==> src/rtl/if_prefetch_queue_if.sv <==
// Fetch-queue bundle: redirect/halt control, imem request/response and the decode-side handshake.
interface if_prefetch_queue_if #(
    parameter int PC_W  = 9,
    parameter int INS_W = 32,
    parameter int DEPTH = 4
);
    localparam int OCC_W = $clog2(DEPTH + 1);

    logic              redirect_valid;
    logic [PC_W-1:0]   redirect_pc;
    logic              halt;
    logic              imem_req;
    logic [PC_W-1:0]   imem_addr;
    logic [INS_W-1:0]  imem_rdata;
    logic              out_valid;
    logic [PC_W-1:0]   out_pc;
    logic [INS_W-1:0]  out_instr;
    logic              out_ready;
    logic [OCC_W-1:0]  occupancy;
    logic              halted;

    modport master (
        input  redirect_valid, redirect_pc, halt, imem_rdata, out_ready,
        output imem_req, imem_addr, out_valid, out_pc, out_instr, occupancy, halted
    );

    modport slave (
        output redirect_valid, redirect_pc, halt, imem_rdata, out_ready,
        input  imem_req, imem_addr, out_valid, out_pc, out_instr, occupancy, halted
    );
endinterface

==> src/rtl/if_prefetch_queue.sv <==
// Fetch PC owner and in-order {pc, instr} queue feeding decode; request-to-out_valid latency 2 cycles.
// Fetches are credit-limited (occupancy + inflight < DEPTH) so decode backpressure never overflows the queue.
module if_prefetch_queue #(
    parameter int              PC_W     = 9,
    parameter int              INS_W    = 32,
    parameter int              DEPTH    = 4,
    parameter logic [PC_W-1:0] RESET_PC = '0
) (
    input  logic               clk,
    input  logic               reset,
    if_prefetch_queue_if.master bus
);
    localparam int OCC_W = $clog2(DEPTH + 1);
    localparam int PTR_W = $clog2(DEPTH);
    localparam int CW    = OCC_W + 1;

    localparam logic [1:0] ST_RUN     = 2'd0;
    localparam logic [1:0] ST_HALTING = 2'd1;
    localparam logic [1:0] ST_HALTED  = 2'd2;

    typedef struct packed {
        logic [PC_W-1:0]  pc;
        logic [INS_W-1:0] instr;
    } entry_t;

    logic [1:0]       state;
    logic [PC_W-1:0]  fetch_pc;
    logic [PC_W-1:0]  req_pc;
    logic             inflight;
    entry_t           fifo [DEPTH];
    logic [PTR_W-1:0] wr_ptr;
    logic [PTR_W-1:0] rd_ptr;
    logic [OCC_W-1:0] occ;

    logic [CW-1:0]    fill;
    logic             issue;
    logic             push;
    logic             pop;
    logic             has_head;

    // Credit uses registered occupancy only; a same-cycle pop does not free a slot.
    assign fill     = CW'(occ) + CW'(inflight);
    assign issue    = !reset && (state == ST_RUN) && !bus.halt && !bus.redirect_valid
                      && (fill < CW'(DEPTH));
    assign push     = inflight && !bus.redirect_valid;
    assign has_head = (occ != '0);
    assign pop      = bus.out_valid && bus.out_ready;

    assign bus.imem_req  = issue;
    assign bus.imem_addr = fetch_pc;
    assign bus.out_valid = has_head && !bus.redirect_valid;
    assign bus.out_pc    = has_head ? fifo[rd_ptr].pc    : '0;
    assign bus.out_instr = has_head ? fifo[rd_ptr].instr : '0;
    assign bus.occupancy = occ;
    assign bus.halted    = (state == ST_HALTED);

    always_ff @(posedge clk) begin
        if (push) begin
            fifo[wr_ptr] <= '{pc: req_pc, instr: bus.imem_rdata};
        end
    end

    always_ff @(posedge clk) begin
        if (reset) begin
            state    <= ST_RUN;
            fetch_pc <= RESET_PC;
            req_pc   <= '0;
            inflight <= 1'b0;
            wr_ptr   <= '0;
            rd_ptr   <= '0;
            occ      <= '0;
        end else begin
            inflight <= issue;
            if (issue) begin
                req_pc <= fetch_pc;
            end

            if (bus.redirect_valid) begin
                fetch_pc <= {bus.redirect_pc[PC_W-1:2], 2'b00};
            end else if (issue) begin
                fetch_pc <= fetch_pc + PC_W'(4);
            end

            // A redirect drops the queue and the response landing this cycle.
            if (bus.redirect_valid) begin
                wr_ptr <= '0;
                rd_ptr <= '0;
                occ    <= '0;
            end else begin
                if (push) wr_ptr <= wr_ptr + PTR_W'(1);
                if (pop)  rd_ptr <= rd_ptr + PTR_W'(1);
                occ <= occ + OCC_W'(push) - OCC_W'(pop);
            end

            case (state)
                ST_RUN:     if (bus.halt) state <= inflight ? ST_HALTING : ST_HALTED;
                ST_HALTING: if (!inflight) state <= ST_HALTED;
                default:    state <= state;
            endcase
        end
    end

    a_no_overflow: assert property (@(posedge clk) disable iff (reset)
        !(push && !pop && (occ == OCC_W'(DEPTH))));

endmodule

==> src/flat_wrapper.sv <==
// flat-port wrapper written by rule: the top's interface ports become plain ports
module if_prefetch_queue_flat 
#(
    parameter int              PC_W     = 9,
    parameter int              INS_W    = 32,
    parameter int              DEPTH    = 4,
    parameter logic [PC_W-1:0] RESET_PC = '0
)
  (clk, reset, bus_redirect_valid, bus_redirect_pc, bus_halt, bus_imem_rdata, bus_out_ready, bus_imem_req, bus_imem_addr, bus_out_valid, bus_out_pc, bus_out_instr, bus_occupancy, bus_halted);
  if_prefetch_queue_if #(.PC_W(PC_W), .INS_W(INS_W), .DEPTH(DEPTH)) bus_i ();
  input  logic clk;
  input  logic reset;
  input wire logic [$bits(bus_i.redirect_valid)-1:0] bus_redirect_valid;
  input wire logic [$bits(bus_i.redirect_pc)-1:0] bus_redirect_pc;
  input wire logic [$bits(bus_i.halt)-1:0] bus_halt;
  input wire logic [$bits(bus_i.imem_rdata)-1:0] bus_imem_rdata;
  input wire logic [$bits(bus_i.out_ready)-1:0] bus_out_ready;
  output wire logic [$bits(bus_i.imem_req)-1:0] bus_imem_req;
  output wire logic [$bits(bus_i.imem_addr)-1:0] bus_imem_addr;
  output wire logic [$bits(bus_i.out_valid)-1:0] bus_out_valid;
  output wire logic [$bits(bus_i.out_pc)-1:0] bus_out_pc;
  output wire logic [$bits(bus_i.out_instr)-1:0] bus_out_instr;
  output wire logic [$bits(bus_i.occupancy)-1:0] bus_occupancy;
  output wire logic [$bits(bus_i.halted)-1:0] bus_halted;
  assign bus_i.redirect_valid = bus_redirect_valid;
  assign bus_i.redirect_pc = bus_redirect_pc;
  assign bus_i.halt = bus_halt;
  assign bus_i.imem_rdata = bus_imem_rdata;
  assign bus_i.out_ready = bus_out_ready;
  assign bus_imem_req = bus_i.imem_req;
  assign bus_imem_addr = bus_i.imem_addr;
  assign bus_out_valid = bus_i.out_valid;
  assign bus_out_pc = bus_i.out_pc;
  assign bus_out_instr = bus_i.out_instr;
  assign bus_occupancy = bus_i.occupancy;
  assign bus_halted = bus_i.halted;
  if_prefetch_queue #(.PC_W(PC_W), .INS_W(INS_W), .DEPTH(DEPTH), .RESET_PC(RESET_PC)) u_core (.clk(clk), .reset(reset), .bus(bus_i));
endmodule
==> config.mk <==
export PLATFORM = sky130hd
export DESIGN_NAME = if_prefetch_queue_flat
export DESIGN_NICKNAME = d
export VERILOG_FILES = /design/src/rtl/if_prefetch_queue_if.sv /design/src/rtl/if_prefetch_queue.sv /design/src/flat_wrapper.sv
export SDC_FILE = /design/constraint.sdc
export NUM_CORES = 1
export LEC_CHECK = 0
export ABC_AREA = 1
export BUFFER_PORTS_ARGS = -buffer_cell sky130_fd_sc_hd__buf_2
export CORE_UTILIZATION = 50
export CTS_CLUSTER_DIAMETER = 80
export DETAILED_ROUTE_END_ITERATION = 16
export MAX_ROUTING_LAYER = met4
export PLACE_DENSITY = 0.79
export SKIP_CTS_REPAIR_TIMING = 1
export SKIP_LAST_GASP = 1
export SYNTH_ARGS = -nofsm -noshare
export SYNTH_HDL_FRONTEND = slang
export SYNTH_SLANG_ARGS = --single-unit
==> constraint.sdc <==
create_clock -name clk -period 2.9 [get_ports clk]
set_clock_uncertainty 0.15 [all_clocks]
set_input_delay 0.58 -clock clk [delete_from_list [all_inputs] [get_ports clk]]
set_output_delay 0.58 -clock clk [all_outputs]
set_load 0.01 [all_outputs]
* Yosys cells after proc, flatten, opt, wreduce, memory -nomap -nowiden
Memories as Yosys holds them, arrays and structs flattened. A register that Yosys moved wholly into a read port is not among the register bits. Index checks and enable logic that the tools add are counted.
Storage, ports and cells: register bits 28, memories kept 1, logic and storage cells 48, bits in writable memories 164, input port bits 46
Cells by class: muxes and demuxes 12, reductions and logical operators 16, magnitude comparators 1, equal/unequal tests 4, $add $sub $neg 6
Memories:
- u_core.fifo | words 4, bits a word 41, rd ports 1, clocked after Yosys merged registers in 1, write ports 1, line if_prefetch_queue.sv:30 | entry_t fifo [DEPTH];
Operators with widths (count):
- 2-to-1 mux 32 bit | 1
- 2-to-1 mux 9 bit | 3
- 2-to-1 mux 2 bit | 5
- adder 9 x 3 -> 9 bit, second input constant | 1
- logical AND 1 bit | 7
- adder 2 x 1 -> 2 bit, second input constant | 2
- adder 3 x 1 -> 4 bit | 1
- less-than comparator 4 x 3 -> 1 bit, second input constant | 1
- inequality test 2 bit, second input constant | 2
- one-hot mux 2 bit (2 select lines) | 1
- nonzero test 2 bit | 2
- adder 3 x 1 -> 3 bit | 1
- logical NOT 1 bit | 3
- AND reduction 3 bit | 1
- nonzero test 3 bit | 1
- subtractor 3 x 1 -> 3 bit | 1
- equality test 2 x 1 -> 1 bit, second input constant | 1
- equality test 2 bit, second input constant | 1
- logical NOT 2 bit | 1
- 2-to-1 mux 1 bit | 2
- OR reduction 2 bit | 1

* Logic depth before layout (Yosys ltp)
Gate-level depths: netlist of the first run.
depth after elaboration 7, gate-level depth with buffers 8

* Worst setup path before layout of the first run
No wires, ideal clock.
path type in2reg, from input bus_redirect_valid, to memory u_core.fifo[0][0] (netlist bit), enable pin, path slack -305 ps, stages 4, arrival 2620 ps, library setup time 435 ps, buffers on the path 1, cell sequence buf_2 -> nor2_1 -> inv_1 -> nor2_1
On the way: word-level cells in the longest chain between the ends 4
Ends and longest elaborated chain:
- start: declaration | line flat_wrapper.sv:13 | input wire logic [$bits(bus_i.redirect_valid)-1:0] bus_redirect_valid;
- logical NOT 1 bit | line if_prefetch_queue.sv:45 | assign push = inflight && !bus.redirect_valid;
- logical AND 1 bit | line if_prefetch_queue.sv:45
- named net u_core.push | line if_prefetch_queue.sv:37 | logic push;
- 2-to-1 mux 1 bit | line if_prefetch_queue.sv:58 | if (push) begin
- 2-to-1 mux 1 bit (not written as such) | line if_prefetch_queue.sv:59 | fifo[wr_ptr] <= '{pc: req_pc, instr: bus.imem_rdata};
- end: declaration | line if_prefetch_queue.sv:30
The timed path passes the listed nets, and every way through them passes these cells.

==> impl_metrics.json, run 1 <==
{
  "grt_setup_unrepaired": "no",
  "place_ws_ns": 0.495,
  "path_max_fanout": 68,
  "gr-usage-met3_pct": 4.85,
  "wl_per_cell_um": 15.2,
  "syn_inst": 656,
  "drtPass1Iterations": 4,
  "grt_pass1_vias": 4418,
  "antenna_found_initial": 0,
  "cp.required_ns": 2.17,
  "powerDensity_mw_per_mm2": 615,
  "syn_area_mm2": 0.00739,
  "ioPinCount": 102,
  "setup_tns_ns": 0,
  "worst-path-buf-inv": 3,
  "hold_depth": 1,
  "synth.top_cell.area_share_pct": 63.4,
  "drc": 0,
  "yosysTopAreaCell": "edfxtp_1",
  "top_usage_layer": "met2",
  "dp_hpwl_um": 8560,
  "setup.worst_path.class": "reg -> out",
  "hold_path.class": "in -> reg",
  "drtIter0Drc": 427,
  "grt.overflow.total": 0,
  "layout_common_cells": "168 x nor2_1, 156 x edfxtp_1, 95 x buf_2",
  "initial_core_util_pct": 51.0,
  "p_leak_nw": 3.29,
  "maxCapViolations": 0,
  "dpl_cell_area_mm2": 0.00808,
  "cts_made_buffers": 17,
  "worstHoldStart": "bus_imem_rdata[17]",
  "port_buffers": 95,
  "core_area_mm2": 0.0145,
  "synth_cell_types": 28,
  "design_area_mm2": 0.00867,
  "r2r-end": "u_core.bus.occupancy[1]",
  "placedCellCount": 914,
  "grt_pass1_wl_um": 22300,
  "nNetsFinal": 804,
  "timing.hold.ws_ns": 0.220,
  "timing.fmax_mhz": 368,
  "worst_slew_pin_slew_ns": 0.556,
  "cp-start-kind": "flip-flop",
  "grt.total_usage_pct": 20.4,
  "clkSlewWorstSetupHoldPaths_ns": 0.06,
  "die_w_um": 124,
  "die_h_um": 124,
  "pwr-share-seq_pct": 53.9,
  "p_comb_share_pct": 3.1,
  "ys_top_cells_by_area": "edfxtp_1 63%, nor2_1 8.7%, dfxtp_1 7.0%",
  "p_switching_mw": 1.00,
  "syn_to_final_growth_pct": 17.3,
  "worstRegToRegCells": 8,
  "routed_wl_um": 14300,
  "relSlewSlack_pct": 62.9,
  "synth_seq_cells": 182,
  "final_common_cell": "nor2_1",
  "cpLargestDelayFamily": "buffers and inverters",
  "grt.met2_usage_pct": 32.6,
  "synth.avg_cell_area_um2": 11.3,
  "die_area_mm2": 0.0153,
  "period_share_pct": 93.8,
  "crit_arrival_ns": 1.99,
  "cts_tree": "yes",
  "p_clk_share_pct": 43.0,
  "ys_warn_count": 0,
  "insertion_delay_ns": 0.42,
  "globalplace.congestion": 0.814,
  "vias_per_cell": 5.18,
  "setup_viol": 0,
  "post_layout_nonfiller_instances": 944,
  "timing.rr.start": "u_core.bus.occupancy[0]",
  "crit_slowest_cell": "dfxtp_2",
  "grt_max_degree": 69,
  "finalCriticalPeriod_ns": 2.72,
  "drive_gt1_share_pct": 19.9,
  "crit_path_end_kind": "primary output",
  "finalMaxSlewViolations": 0,
  "grt_use_met1_pct": 25.5,
  "outcome": "finished, final reports clean",
  "postLayoutSetupSlackWorst_ns": 0.181,
  "cts_buffer_depth": 2,
  "yosysSeqAreaShare_pct": 70.4,
  "hold_viol": 0,
  "rrSetupSlack_ns": 0.80,
  "switching_share_pct": 18.8,
  "ctsRootBufferMaster": "clkbuf_16",
  "power.internal_mw": 4.33,
  "cp_cell_sequence": "inv_2, buf_12, o21ai_0, a21oi_1, buf_2",
  "vias": 4891,
  "cts_num_sinks": 182,
  "min_to": "u_core.fifo[3][17]",
  "peakVddDrop_mv": 0.410,
  "max_stage_delay_ns": 0.57,
  "htree_levels": 4,
  "antennaDiodeCount": 0,
  "rows": 44,
  "ant_nets": 0
}
[registers in the layout (all words and copies together) (netlist names), named ones only]
register	count
u_core.bus.imem_addr	7
u_core.bus.occupancy	3
u_core.fifo	156
u_core.inflight	1
u_core.rd_ptr	2
u_core.req_pc	7
u_core.state	2
u_core.wr_ptr	2
[how the worst max path moves through the flow]
stage / slack [ns] / cells after the start / end
floorplan: -0.31 / 4 / u_core.fifo[0][0]
global placement: 0.51 / 8 / u_core.bus.occupancy[1]
detailed placement: 0.49 / 8 / u_core.bus.occupancy[1]
CTS: 0.14 / 6 / bus_out_pc[3]
global route: 0.02 / 5 / bus_out_instr[18]
finish: 0.18 / 5 / bus_out_instr[0]
[routing by layer]
metal | share of wire [%] | up-vias
met4 | 1.3 | 0
met5 | 0 | -
met2 | 48 | 162
met1 | 45 | 2286
met3 | 5.8 | 17
li1 | - | 2426
[area by class of cell]
| type | instances | area, µm² |
|---|---|---|
| well taps | 184 | 230 |
| inverters | 33 | 125 |
| multi-input cells | 405 | 1900 |
| clock buffers | 18 | 429 |
| repair buffers | 110 | 613 |
| flip-flops and latches | 182 | 5210 |
| fillers | 1144 | 5810 |
| clock inverters | 12 | 161 |
[power groups by stage]
| stage | Combinational (mW) | Clock, mW | Sequential (mW) |
|---|---|---|---|
| CTS | 0.168 | 2.32 | 2.87 |
| global route | 0.190 | 2.43 | 2.87 |
| global placement | 0.162 | 0 | 2.93 |
| detailed placement | 0.167 | 0 | 2.93 |
| finish | 0.166 | 2.29 | 2.87 |
| floorplan | 0.0911 | 0 | 2.93 |
[cells by family after synthesis]
family	count (synthesis)	synth area share, %
buf+inv	72	4.44
flops	182	70.4
fa+ha+maj	9	1.63
compound gates	144	9.85
xor+xnor	1	0.119
simple gates	247	13.5
other cells	1	0.0507
[Yosys cell counts]
| master | number |
|---|---|
| clkbuf_2 | 2 |
| nand3_1 | 21 |
| nand4_1 | 1 |
| o21ai_0 | 82 |
| inv_1 | 31 |
| buf_1 | 2 |
| a21oi_1 | 58 |
| nor2_4 | 1 |
| clkbuf_1 | 14 |
| buf_6 | 2 |
| buf_4 | 6 |
| nand2_4 | 2 |
| dfxtp_1 | 26 |
| nand2_1 | 46 |
| fa_1 | 1 |
| edfxtp_1 | 156 |
| o21bai_1 | 3 |
| o21ai_1 | 1 |
| buf_2 | 13 |
| or2_2 | 1 |
| xor2_1 | 1 |
| nor3_2 | 2 |
| nor2_1 | 172 |
| inv_2 | 1 |
| clkinv_2 | 1 |
| nor2_2 | 1 |
| conb_1 | 1 |
| ha_1 | 8 |
[stage by stage]
step | utilization, % | total power [mW]
global placement | 55.8 | 3.09
global route | 59.9 | 5.49
finish | 59.9 | 5.33
detailed placement | 55.8 | 3.10
floorplan | - | 3.02
CTS | 59.9 | 5.36
Power figures use the tool's default switching activity.
==> run 2: changes to the inputs <==
Settings changed: PLACE_DENSITY 0.79 to 0.83.
==> run 2 against run 1 <==
- global-route usage down 0.63 points
- die area unchanged
- hold slack worse by 0.0030 ns
- sequential share of layout area is essentially flat
- count of clock-buffer cells in the layout grew 1
- cell area about the same
- core utilization about the same
- first-iteration DRC count down 22%
- critical path type unchanged
- largest power group unchanged
==> impl_metrics.json, run 2 (synthesis results as in run 1) <==
{
  "antennaDiodeCount": 0,
  "dp_hpwl_um": 7890,
  "drtIter0Drc": 334,
  "hold_viol": 0,
  "grt_setup_unrepaired": "no",
  "setup_viol": 0,
  "vias": 4937,
  "grt_max_degree": 79,
  "path_max_fanout": 20,
  "die_w_um": 124,
  "peakVddDrop_mv": 0.334,
  "final_core_util_pct": 59.9,
  "pwr-share-seq_pct": 55.5,
  "rrSetupSlack_ns": 0.81,
  "p_comb_share_pct": 3.2,
  "p_leak_nw": 3.26,
  "crit_path_end_kind": "primary output",
  "worstRegToRegCells": 8,
  "p_clk_share_pct": 41.3,
  "layout_common_cells": "168 x nor2_1, 156 x edfxtp_1, 95 x buf_2",
  "power.internal_mw": 4.11,
  "rows": 44,
  "cts_tree": "yes",
  "finalCriticalPeriod_ns": 2.71,
  "cp.required_ns": 2.17,
  "port_buffers": 95,
  "globalplace.congestion": 0.862,
  "grt.total_usage_pct": 19.8,
  "worstHoldStart": "bus_imem_rdata[7]",
  "outcome": "finished, final reports clean",
  "switching_share_pct": 20.7,
  "grt.overflow.total": 0,
  "powerDensity_mw_per_mm2": 597,
  "ant_nets": 0,
  "grt_pass1_vias": 4523,
  "ctsRootBufferMaster": "clkbuf_16",
  "largest_reg_flops": 156,
  "top_register": "u_core.fifo",
  "die_area_mm2": 0.0153,
  "htree_levels": 4,
  "period_share_pct": 93.3,
  "finalMaxSlewViolations": 0,
  "drive_gt1_share_pct": 19.9,
  "fillers": 1137,
  "drtPass1Iterations": 5,
  "hold_depth": 1,
  "grt_pass1_wl_um": 21700,
  "r2r-end": "u_core.bus.occupancy[1]",
  "worst_slew_pin_slew_ns": 0.562,
  "crit_arrival_ns": 1.98,
  "finalPower_mw": 5.18,
  "core_area_mm2": 0.0145,
  "routed_wl_um": 14000,
  "timing.fmax_mhz": 369,
  "syn_to_final_growth_pct": 17.4,
  "clkSlewWorstSetupHoldPaths_ns": 0.07,
  "cp-start-kind": "flip-flop",
  "cts_made_buffers": 17,
  "cts_buffer_depth": 2,
  "relSlewSlack_pct": 62.6,
  "ioPinCount": 102,
  "min_to": "u_core.fifo[3][7]",
  "cts_num_sinks": 182,
  "timing.rr.start": "u_core.bus.occupancy[0]",
  "final_common_cell": "nor2_1",
  "insertion_delay_ns": 0.42,
  "setup.worst_path.class": "reg -> out",
  "antenna_found_initial": 0,
  "drc": 0,
  "wl_per_cell_um": 14.9,
  "maxCapViolations": 0,
  "initial_core_util_pct": 51.0,
  "vias_per_cell": 5.24,
  "hold_path.class": "in -> reg",
  "nNetsFinal": 800,
  "die_h_um": 124,
  "p_switching_mw": 1.07
}
[run 2: cell count changes in the layout (fill, tap and decap cells not counted), sizes merged]
cell      delta
clkbuf       +1
inv          +2
buf          -4
bufinv       -3
clkinvlp     +2
[run 2: final cells by class]
cell class | instances | area, µm² | share of cell area [%]
multi-input combinational | 405 | 1900 | 22.0
tap | 184 | 230 | 2.65
clock inverter | 13 | 126 | 1.46
clock buffer | 19 | 433 | 4.99
sequential | 182 | 5210 | 60.0
inverter | 33 | 125 | 1.44
timing repair buffer | 106 | 646 | 7.44
[run 2: worst max path at each step]
stage	from	to	slack [ns]
2_1_floorplan	bus_redirect_valid	u_core.fifo[0][0]	-0.31
3_3_place_gp	bus_redirect_valid	u_core.bus.occupancy[1]	0.53
3_5_place_dp	bus_redirect_valid	u_core.bus.occupancy[1]	0.50
4_1_cts	flip-flop	bus_out_pc[5]	0.19
5_1_grt	flip-flop	bus_out_pc[5]	0.07
6_report	flip-flop	bus_out_pc[5]	0.19
[run 2: metrics by stage]
step	hold slack [ns]	setup WS, ns	setup TNS (ns)	instance area, µm²	instances
after floorplan	0.294	-0.305	-47.61	7400	659
after global placement	0.306	0.525	0	8110	910
after detailed placement	0.329	0.502	0	8110	910
after CTS	0.202	0.186	0	8670	942
after global routing	0.203	0.0691	0	8670	942
final	0.217	0.193	0	8670	942
[run 2: power groups by stage]
stage               registers [mW]  clock network [mW]  logic [mW]
detailed placement            2.93                   0       0.166
CTS                           2.87                2.16       0.167
global placement              2.93                   0       0.161
floorplan                     2.93                   0      0.0911
finish                        2.87                2.14       0.166
global route                  2.87                2.28       0.189
[run 2: layer usage]
layer / share of wire [%] / track usage (%) / wire, µm / vias to the layer above
met5: 0 / - / 0 / -
met4: 1.2 / 6.85 / 170 / 0
met3: 6.8 / 4.67 / 958 / 10
met2: 50 / 33.2 / 6950 / 188
met1: 42 / 23.5 / 5920 / 2313
li1: - / - / - / 2426
[run 2: worst max-delay path: stages (launching register included)]
cell     delay, ns
dfxtp_2       0.56
inv_1         0.10
buf_4         0.23
nor2_1        0.12
o21ai_0       0.10
a21oi_1       0.26
buf_2         0.18
